### config.mk
export PLATFORM = sky130hd
export DESIGN_NAME = tmds_symbol_encoder
export DESIGN_NICKNAME = d
export VERILOG_FILES = /design/src/rtl/tmds_pkg.sv /design/src/rtl/tmds_transition_minimiser.sv /design/src/rtl/tmds_symbol_encoder.sv
export SDC_FILE = /design/constraint.sdc
export NUM_CORES = 1
export LEC_CHECK = 0
export ABC_AREA = 1
export CORE_UTILIZATION = 45
export CTS_BUF_LIST = sky130_fd_sc_hd__clkbuf_16
export CTS_CLUSTER_SIZE = 20
export DETAILED_ROUTE_END_ITERATION = 6
export GPL_TIMING_DRIVEN = 0
export PLACE_DENSITY = 0.68
export SLEW_MARGIN = 10
export SYNTH_ARGS = -nofsm -noshare
export SYNTH_HDL_FRONTEND = slang
export SYNTH_HIERARCHICAL = 1
export SYNTH_SLANG_ARGS = --single-unit
### constraint.sdc
create_clock -name clkPixel -period 5.7 [get_ports clkPixel]
set_input_delay 1.14 -clock clkPixel [delete_from_list [all_inputs] [get_ports clkPixel]]
set_output_delay 1.14 -clock clkPixel [all_outputs]
set_load 0.02 [all_outputs]
### src/rtl/tmds_pkg.sv
// Shared TMDS definitions: control symbols, symbol width, disparity type and small helpers.
// Also used by the 10:5 gearbox and the planned TMDS decoder/checker.
package tmds_pkg;

   localparam int TMDS_SYMBOL_WIDTH = 10;

   localparam logic [TMDS_SYMBOL_WIDTH-1:0] TMDS_CTRL_00 = 10'h354;
   localparam logic [TMDS_SYMBOL_WIDTH-1:0] TMDS_CTRL_01 = 10'h0AB;
   localparam logic [TMDS_SYMBOL_WIDTH-1:0] TMDS_CTRL_10 = 10'h154;
   localparam logic [TMDS_SYMBOL_WIDTH-1:0] TMDS_CTRL_11 = 10'h2AB;

   // Running disparity, always even and bounded to [-10, +10].
   typedef logic signed [4:0] tmds_disparity_t;

   function automatic logic [3:0] tmdsPopcount8(input logic [7:0] value);
      logic [3:0] total;
      total = '0;
      for (int i = 0; i < 8; i++) begin
         total = total + {3'b000, value[i]};
      end
      return total;
   endfunction

   function automatic logic [TMDS_SYMBOL_WIDTH-1:0] tmdsControlSymbol(input logic [1:0] ctrl);
      logic [TMDS_SYMBOL_WIDTH-1:0] sym;
      case (ctrl)
         2'b00:   sym = TMDS_CTRL_00;
         2'b01:   sym = TMDS_CTRL_01;
         2'b10:   sym = TMDS_CTRL_10;
         default: sym = TMDS_CTRL_11;
      endcase
      return sym;
   endfunction

endpackage

### src/rtl/tmds_transition_minimiser.sv
// Combinational first half of TMDS encoding: picks XOR or XNOR chaining to
// minimise transitions and reports the ones count of the resulting 8 data bits.
module tmds_transition_minimiser
   import tmds_pkg::*;
(
   input  logic [7:0] data_i,
   output logic [8:0] qm_o,
   output logic [3:0] ones_o
);

   logic [3:0] dataOnes;
   logic       useXnor;

   always_comb begin
      dataOnes = tmdsPopcount8(data_i);
      useXnor  = (dataOnes > 4'd4) || ((dataOnes == 4'd4) && !data_i[0]);
      qm_o     = '0;
      qm_o[0]  = data_i[0];
      for (int i = 1; i < 8; i++) begin
         qm_o[i] = useXnor ? ~(qm_o[i-1] ^ data_i[i]) : (qm_o[i-1] ^ data_i[i]);
      end
      qm_o[8]  = ~useXnor;
      ones_o   = tmdsPopcount8(qm_o[7:0]);
   end

endmodule

### src/rtl/tmds_symbol_encoder.sv
// Pipelined DVI TMDS 8b/10b encoder for one colour channel: optional input
// register, transition minimisation stage, then DC-balance stage with running disparity.
module tmds_symbol_encoder
   import tmds_pkg::*;
#(
   parameter bit REGISTER_INPUTS = 1'b1
) (
   input  logic                         clkPixel,
   input  logic                         reset,
   input  logic [7:0]                   pixelData,
   input  logic                         dataEnable,
   input  logic [1:0]                   control,
   output logic [TMDS_SYMBOL_WIDTH-1:0] symbol,
   output logic                         symbolDataEnable
);

   localparam tmds_disparity_t DispZero = 5'sd0;
   localparam tmds_disparity_t DispTwo  = 5'sd2;
   localparam tmds_disparity_t DispEight = 5'sd8;

   logic [7:0] s1Data;
   logic       s1De;
   logic [1:0] s1Ctrl;

   generate
      if (REGISTER_INPUTS) begin : gInputReg
         logic [7:0] data_q;
         logic       de_q;
         logic [1:0] ctrl_q;

         always_ff @(posedge clkPixel or posedge reset) begin
            if (reset) begin
               data_q <= '0;
               de_q   <= 1'b0;
               ctrl_q <= 2'b00;
            end else begin
               data_q <= pixelData;
               de_q   <= dataEnable;
               ctrl_q <= control;
            end
         end

         assign s1Data = data_q;
         assign s1De   = de_q;
         assign s1Ctrl = ctrl_q;
      end else begin : gNoInputReg
         assign s1Data = pixelData;
         assign s1De   = dataEnable;
         assign s1Ctrl = control;
      end
   endgenerate

   logic [8:0] qm_d, qm_q;
   logic [3:0] ones_d, ones_q;
   logic       de2_q;
   logic [1:0] ctrl2_q;

   tmds_transition_minimiser uMinimiser (
      .data_i (s1Data),
      .qm_o   (qm_d),
      .ones_o (ones_d)
   );

   always_ff @(posedge clkPixel or posedge reset) begin
      if (reset) begin
         qm_q    <= '0;
         ones_q  <= '0;
         de2_q   <= 1'b0;
         ctrl2_q <= 2'b00;
      end else begin
         qm_q    <= qm_d;
         ones_q  <= ones_d;
         de2_q   <= s1De;
         ctrl2_q <= s1Ctrl;
      end
   end

   logic [TMDS_SYMBOL_WIDTH-1:0] symbol_d, symbol_q;
   logic                         de3_q;
   tmds_disparity_t              cnt_d, cnt_q;
   tmds_disparity_t              onesS, zerosS, balance;

   // balance is n1-n0 of q_m[7:0]; every branch adds exactly the disparity of the emitted symbol.
   always_comb begin
      onesS    = tmds_disparity_t'({1'b0, ones_q});
      zerosS   = DispEight - onesS;
      balance  = onesS - zerosS;
      symbol_d = tmdsControlSymbol(ctrl2_q);
      cnt_d    = DispZero;
      if (de2_q) begin
         if ((cnt_q == DispZero) || (balance == DispZero)) begin
            symbol_d = {~qm_q[8], qm_q[8], qm_q[8] ? qm_q[7:0] : ~qm_q[7:0]};
            cnt_d    = cnt_q + (qm_q[8] ? balance : -balance);
         end else if (((cnt_q > DispZero) && (balance > DispZero)) ||
                      ((cnt_q < DispZero) && (balance < DispZero))) begin
            symbol_d = {1'b1, qm_q[8], ~qm_q[7:0]};
            cnt_d    = cnt_q + (qm_q[8] ? DispTwo : DispZero) - balance;
         end else begin
            symbol_d = {1'b0, qm_q[8], qm_q[7:0]};
            cnt_d    = cnt_q - (qm_q[8] ? DispZero : DispTwo) + balance;
         end
      end
   end

   always_ff @(posedge clkPixel or posedge reset) begin
      if (reset) begin
         symbol_q <= TMDS_CTRL_00;
         de3_q    <= 1'b0;
         cnt_q    <= DispZero;
      end else begin
         symbol_q <= symbol_d;
         de3_q    <= de2_q;
         cnt_q    <= cnt_d;
      end
   end

   assign symbol           = symbol_q;
   assign symbolDataEnable = de3_q;

endmodule

==> summary.md, run 1 <==
| Metric | Value |
|---|---|
| Slew Limit Headroom | `0.632` |
| Most numerous cell in the Yosys netlist | `inv_1` |
| Critical path class | `flip-flop to flip-flop` |
| Crit path max fanout | `3` |
| Worst Hold End | `de2_q` |
| Highest Clock Rate | `0.180 GHz` |
| Sequential area share after synthesis | `0.389` |
| Worst R2R Setup Slack | `0.14 ns` |
| Worst r2r src | `gInputReg.data_q[1]` |
| Root Driver | `clkbuf_16` |
| Drt total wl | `4490 um` |
| Crit path time final | `5.56 ns` |
| Most Used Layer, Global Route | `met2` |
| TritonRoute pass-1 iters | `4` |
| Reg power frac | `0.222` |
| First-pass GRT wire length | `8070 um` |
| TritonCTS buffer count | `5` |
| Largest area contributor in the synthesized netlist | `dfrtp_1` |
| Avg Cell Area, Syn | `9.40 um^2` |
| DP Cell Count | `385` |
| CP Cell Sequence | `inv_2 -> fa_1 -> fa_1 -> fa_1 -> inv_1 -> ha_2 -> fa_1 -> o31ai_2 -> nand2_2 -> xnor2_2 -> inv_1 -> fa_1 -> fa_1 -> inv_1 -> fa_1 -> ha_2 -> inv_2 -> fa_1 -> xnor2_1` |
| Std-Cell Rows | `27` |
| Comb pwr share | `0.639` |
| Cell Area, Synth | `2720 um^2` |
| Yosys cell types | `26` |
| Top-area cell type share of the netlist area | `0.341` |
| HPWL after DPL | `3480 um` |
| R2R depth | `19` |
| Reg clk slew, reported paths | `0.06 ns` |
| LEAKAGE | `1.71 nW` |
| # H-tree levels | `2` |
| FFs w/ async S/R, synth | `1.00` |
| Routed len/inst | `11.2 um` |
| Clk Latency, worst-skew pair | `0.28 ns` |
| GR Layer Usage met1 | `0.218` |
| # Max-Cap Violations | `0` |
| Die Wd | `79.7 um` |
| RR Endpoint | `ones_q[2]` |
| Via count | `1,880` |
| Switching share of power | `0.453` |
| Post-Layout Cell Count | `400` |
| Critical path's largest stage delay | `0.56 ns` |
| Hold Path Class | `flip-flop to flip-flop` |
| ANT nets after route | `0` |
| Core area | `5680 um^2` |
| Ys Warns | `6` |
| Setup Skew | `0.00612 ns` |
| Overall Global Routing Usage | `0.169` |
| Initial Util | `0.479` |
| M3 GR Usage | `0.0457` |
| Endpoint class of the critical path | `flip-flop` |
| Final Hold Viols | `0` |
| Clk buf depth | `2` |
| Int Power | `1.11 mW` |
| Critical Path Start | `gInputReg.data_q[1]` |
| Initial antenna violation count | `0` |
| Die height | `79.7 um` |
| I/O pin total | `24` |
| Worst-Margin Slew | `0.546 ns` |
| Gr ovfl total | `0` |
| Clk pwr share | `0.140` |
| FF+latch count, synth | `42` |
| Synth area leaders | `dfrtp_1, ha_1, fa_1` |
| Met2 GRT Util | `0.265` |
| Clock Sinks | `42` |
| Die Footprint | `6350 um^2` |
| Worst setup SP type | `flip-flop` |
| Vias in the first global route | `1,855` |
| Largest net degree at the start of global routing | `35` |
| Syn Inst Count | `289` |
| Hold path depth | `0` |
| Power per cell area | `617 nW/um^2` |
| CP arrival | `5.73 ns` |
| Gp weighted congestion | `0.821` |
| Final critical-path share of the clock period | `0.975` |
| CP dominant cell by count | `fa_1` |
| RSZ-0062 raised after global routing | `true` |
| NumNets Final | `379` |
| Layout area overhead | `21.0%` |
| CTS tree | `done` |
| Highest-delay cell along the critical path | `fa_1` |
| # diodes | `0` |
| Req. time, crit path | `5.87 ns` |
| Port Buffers | `23` |
| CTS Hold Bufs | `0` |
| Run status | `finished clean` |
| Switching pwr | `0.920 mW` |
| Synthesized Nets | `341` |
| Synth Flop Type | `dfrtp_1` |
| VDD IR max | `0.267 mV` |
| Share of post-route cells with drive strength above 1 | `0.171` |
| Count of final setup violators | `0` |
| Top post-synthesis cells by count | `inv_1, nand2_1, dfrtp_1, nand3_1, ha_1` |
| Hold Slack | `0.348 ns` |
| Max Slew Vio Count | `0` |
| Iter 0 DRT Violations | `67` |
| Drt drc | `0` |
| Drt via density | `4.70` |
| EDFF count, synth | `0` |
| Hold Crit Start | `gInputReg.de_q` |
per-layer routing:
layer / share of wire / vias up / wire length, um
li1: - / 960 / -
met1: 0.46 / 870 / 2050
met2: 0.48 / 39 / 2140
met3: 0.043 / 11 / 191
met4: 0.024 / 0 / 108
met5: 0 / - / 0
cells in the final DEF, fill, tap and decap left out, types with 2 or more instances in the layout:
cell type,n
nand3b_1,8
clkbuf_16,5
o211ai_1,2
clkdlybuf4s50_1,23
ha_1,24
nand2_1,54
xor2_2,2
inv_2,6
fa_1,13
nand3_1,27
inv_1,57
dfstp_2,5
nor2_1,5
dfrtp_1,37
xnor2_1,3
nand2_8,2
a21oi_1,6
nand2_2,5
nand3_2,5
buf_4,8
ha_2,2
o21ai_0,8
nand2_4,7
xor2_1,4
cell type report:
| type | instances | area (um^2) |
|---|---|---|
| multi-input combinational | 181 | 1430 |
| clock inverter | 3 | 25.0 |
| buffer | 2 | 18.8 |
| tap | 72 | 90.1 |
| inverter | 64 | 243 |
| timing repair buffer | 31 | 303 |
| fill | 484 | 2390 |
| sequential | 42 | 1060 |
| clock buffer | 5 | 125 |
through the flow:
stage	cell area (um^2)	setup slack [ns]	utilization	setup TNS (ns)	power (mW)
final	3290	0.141	0.579	0	2.03
after global routing	3290	-0.127	0.579	-0.232	2.27
after CTS	3230	0.0170	0.569	0	2.01
after detailed placement	3060	-0.0943	0.539	-0.166	1.71
after global placement	3040	-0.0293	0.535	-0.0516	1.67
after floorplan	2720	0.240	-	0	1.42
critical path: cells and delay by family (launching register included):
| kind | cells | cell delay, ns |
|---|---|---|
| DFF | 1 | 0.37 |
| adders and majority gates | 10 | 4.12 |
| and+or+nand+nor | 1 | 0.14 |
| xor gates and xnor gates | 2 | 0.32 |
| buffers and inverters | 5 | 0.25 |
| AOI/OAI and AO/OA | 1 | 0.24 |
power groups by stage:
| stage | logic (mW) | clock network, mW | registers, mW |
|---|---|---|---|
| finish | 1.30 | 0.284 | 0.450 |
| global route | 1.50 | 0.311 | 0.458 |
| CTS | 1.27 | 0.291 | 0.451 |
| detailed placement | 1.25 | 0 | 0.456 |
| global placement | 1.22 | 0 | 0.452 |
| floorplan | 0.936 | 0 | 0.486 |
worst max-delay path by stage:
stage | endpoint | slack [ns] | depth (start not counted)
6_report | ones_q[2] | 0.14 | 19
5_1_grt | ones_q[2] | -0.13 | 19
4_1_cts | ones_q[2] | 0.02 | 19
3_5_place_dp | ones_q[2] | -0.09 | 19
3_3_place_gp | ones_q[2] | -0.03 | 19
2_1_floorplan | ones_q[2] | 0.24 | 19
timing repair:
action	in CTS	in global routing
endpoints found under the setup margin	2	2
gates resized for setup	1	8
buffers inserted	3	4
pin swaps	2	5
cloned	0	0
cells by family after synthesis:
logic type | share of synthesized area
AND/OR/NAND/NOR | 0.230
buffers and inverters | 0.0962
flip-flops | 0.389
adder cells (fa/ha/maj) | 0.215
AO/OA/AOI/OAI | 0.0341
XOR/XNOR | 0.0350
registers in the layout, summed over array words and instances, names as in the netlist:
register and count:
qm_q 9, symbolDataEnable 1, ctrl2_q 2, symbol 10
gInputReg.ctrl_q 2, de2_q 1, ones_q 4, gInputReg.de_q 1
cnt_q 4, gInputReg.data_q 8
Note: power is estimated with default switching activity, not from simulation.
==> inputs of run 2 (changes only) <==
Settings changed: CTS_CLUSTER_SIZE 20 to not set.
==> results of run 2 <==
Final layout, timing and power as in run 1 (identical DEF).
==> inputs of run 3 (changes only) <==
Settings changed: CELL_PAD_IN_SITES_DETAIL_PLACEMENT set to 0, CELL_PAD_IN_SITES_GLOBAL_PLACEMENT set to 2, CORE_UTILIZATION 45 to 33, PLACE_DENSITY 0.68 to 0.77.
==> run 3 against run 2 <==
Hold slack lost 0.00096 ns. Sequential power is essentially flat. Largest cell class unchanged. Die area grew 35%. Clock power grew 30%. Final cell count grew 7.8%. Design area grew 2.8%. Critical path type unchanged. Count of clock-buffer cells in the layout is the same. Via count shrank 2.2%. Register-to-register slack lost 0.05 ns. Sequential share of layout area shrank 0.87 points.
==> summary.md, run 3 (synthesized netlist as in run 1, its figures left out) <==
| Metric | Value |
|---|---|
| FILL cells | `813` |
| Multi-input gate area | `1430 um^2` |
| Clk Latency, worst-skew pair | `0.28 ns` |
| Final Hold Viols | `0` |
| Max Slew Vio Count | `0` |
| Drt drc | `0` |
| Root Driver | `clkbuf_16` |
| Drt via density | `4.27` |
| Met2 WL post-DR | `2350 um` |
| CTS tree | `done` |
| I/O pin total | `24` |
| Initial Util | `0.346` |
| Vias in the first global route | `1,940` |
| Die Footprint | `8600 um^2` |
| CP Cell Sequence | `inv_2 -> fa_1 -> fa_1 -> fa_1 -> inv_2 -> ha_4 -> fa_1 -> o31ai_2 -> nand2_2 -> xor2_1 -> inv_1 -> fa_1 -> fa_1 -> inv_1 -> fa_1 -> ha_2 -> inv_2 -> fa_1 -> xnor2_1` |
| Req. time, crit path | `5.87 ns` |
| Overall Global Routing Usage | `0.135` |
| HPWL after DPL | `3910 um` |
| CTS Hold Bufs | `0` |
| Share of post-route cells with drive strength above 1 | `0.173` |
| Worst setup margin | `0.0894 ns` |
| Metal-1 WL | `2390 um` |
| Std-Cell Rows | `32` |
| Initial antenna violation count | `0` |
| RSZ-0062 raised after global routing | `true` |
| LEAKAGE | `1.74 nW` |
| Drt total wl | `4940 um` |
| Worst setup SP type | `flip-flop` |
| CP arrival | `5.78 ns` |
| Highest-delay cell along the critical path | `fa_1` |
| Setup Skew | `0.00533 ns` |
| # H-tree levels | `2` |
| Die Wd | `92.7 um` |
| Gr ovfl total | `0` |
| Highest Clock Rate | `0.178 GHz` |
| Worst-Margin Slew | `0.686 ns` |
| NumNets Final | `380` |
| TritonCTS buffer count | `5` |
| Power per cell area | `628 nW/um^2` |
| Final critical-path share of the clock period | `0.984` |
| Critical path's largest stage delay | `0.58 ns` |
| Slew Limit Headroom | `0.538` |
| Register cell area after layout | `1060 um^2` |
| TritonRoute pass-1 iters | `4` |
| Crit path max fanout | `3` |
| # Max-Cap Violations | `0` |
| Iter 0 DRT Violations | `62` |
| Layout area overhead | `24.4%` |
| Gp weighted congestion | `0.753` |
| Core area | `7850 um^2` |
| Via count | `1,839` |
| Clock Sinks | `42` |
| ANT nets after route | `0` |
| Port Buffers | `23` |
| Max reg flops | `10` |
| Endpoint class of the critical path | `flip-flop` |
| Run status | `finished clean` |
| Routed len/inst | `11.5 um` |
| CP delay by family, top | `adder cells` |
| Commonest non-fill, non-tap cell in the layout | `inv_1` |
| Post-Layout Cell Count | `431` |
| DP Cell Count | `415` |
| WL met3 | `126 um` |
| Hold Path Class | `flip-flop to flip-flop` |
| Count of final setup violators | `0` |
| Design Power | `2.12 mW` |
| Reg clk slew, reported paths | `0.06 ns` |
| Largest net degree at the start of global routing | `35` |
| Pre-CTS WS | `-0.104 ns` |
| Clk buf depth | `2` |
| VDD IR max | `0.149 mV` |
| First-pass GRT wire length | `8990 um` |
| Commonest cells after routing, fill and taps aside | `inv_1, nand2_1, dfrtp_1` |
| Critical path class | `flip-flop to flip-flop` |
| CP dominant cell by count | `fa_1` |
| Die height | `92.7 um` |
| # diodes | `0` |
| Crit path time final | `5.61 ns` |
| Worst path bufs/invs | `5` |
| Top routing layer used | `met4` |
run 3: layer usage:
| metal | GRT usage | up-vias |
|---|---|---|
| met2 | 0.227 | 22 |
| met3 | 0.0271 | 8 |
| met1 | 0.173 | 846 |
| met5 | 0 | - |
| li1 | - | 963 |
| met4 | 0.0462 | 0 |
run 3: final cells by class:
cell class | instances | area share
Multi-Input combinational cell | 181 | 0.423
Clock buffer | 5 | 0.0370
Buffer | 2 | 0.00555
Clock inverter | 3 | 0.0204
Timing Repair Buffer | 32 | 0.0918
Tap cell | 102 | 0.0378
Inverter | 64 | 0.0718
Sequential cell | 42 | 0.313
run 3: worst paths after layout:
path                                       end  slack (ns)                start  cells past startpoint
min                                 ctrl2_q[1]        0.35  gInputReg.ctrl_q[1]                      0
max                                  ones_q[2]        0.09  gInputReg.data_q[0]                     19
max reg2reg                          ones_q[2]        0.09  gInputReg.data_q[0]                     19
max in group asynchronous            symbol[4]        4.11                reset                      3
min in group asynchronous  gInputReg.data_q[1]        1.09                reset                      2
min reg2reg                         ctrl2_q[1]        0.35  gInputReg.ctrl_q[1]                      0
run 3: where the power goes:
group | total, mW | switching, mW | internal, mW
Combinational | 1.31 | 0.754 | 0.551
Clock | 0.368 | 0.116 | 0.252
Sequential | 0.449 | 0.0507 | 0.399
run 3: timing repair:
action | 4_1_cts | 5_1_grt
setup buffers | 3 | 5
endpoints found under the setup margin | 2 | 2
pin swaps | 4 | 6
gates cloned | 0 | 0
resized for setup | 3 | 7
run 3: per-stage QoR:
stage               utilization  area, um^2  hold WS (ns)  setup TNS (ns)
finish                    0.431        3380         0.347               0
global route              0.431        3380         0.354          -0.272
floorplan                     -        2720         0.331               0
detailed placement        0.394        3100         0.336          -0.208
global placement          0.392        3080         0.331          -0.169
CTS                       0.423        3320         0.350               0
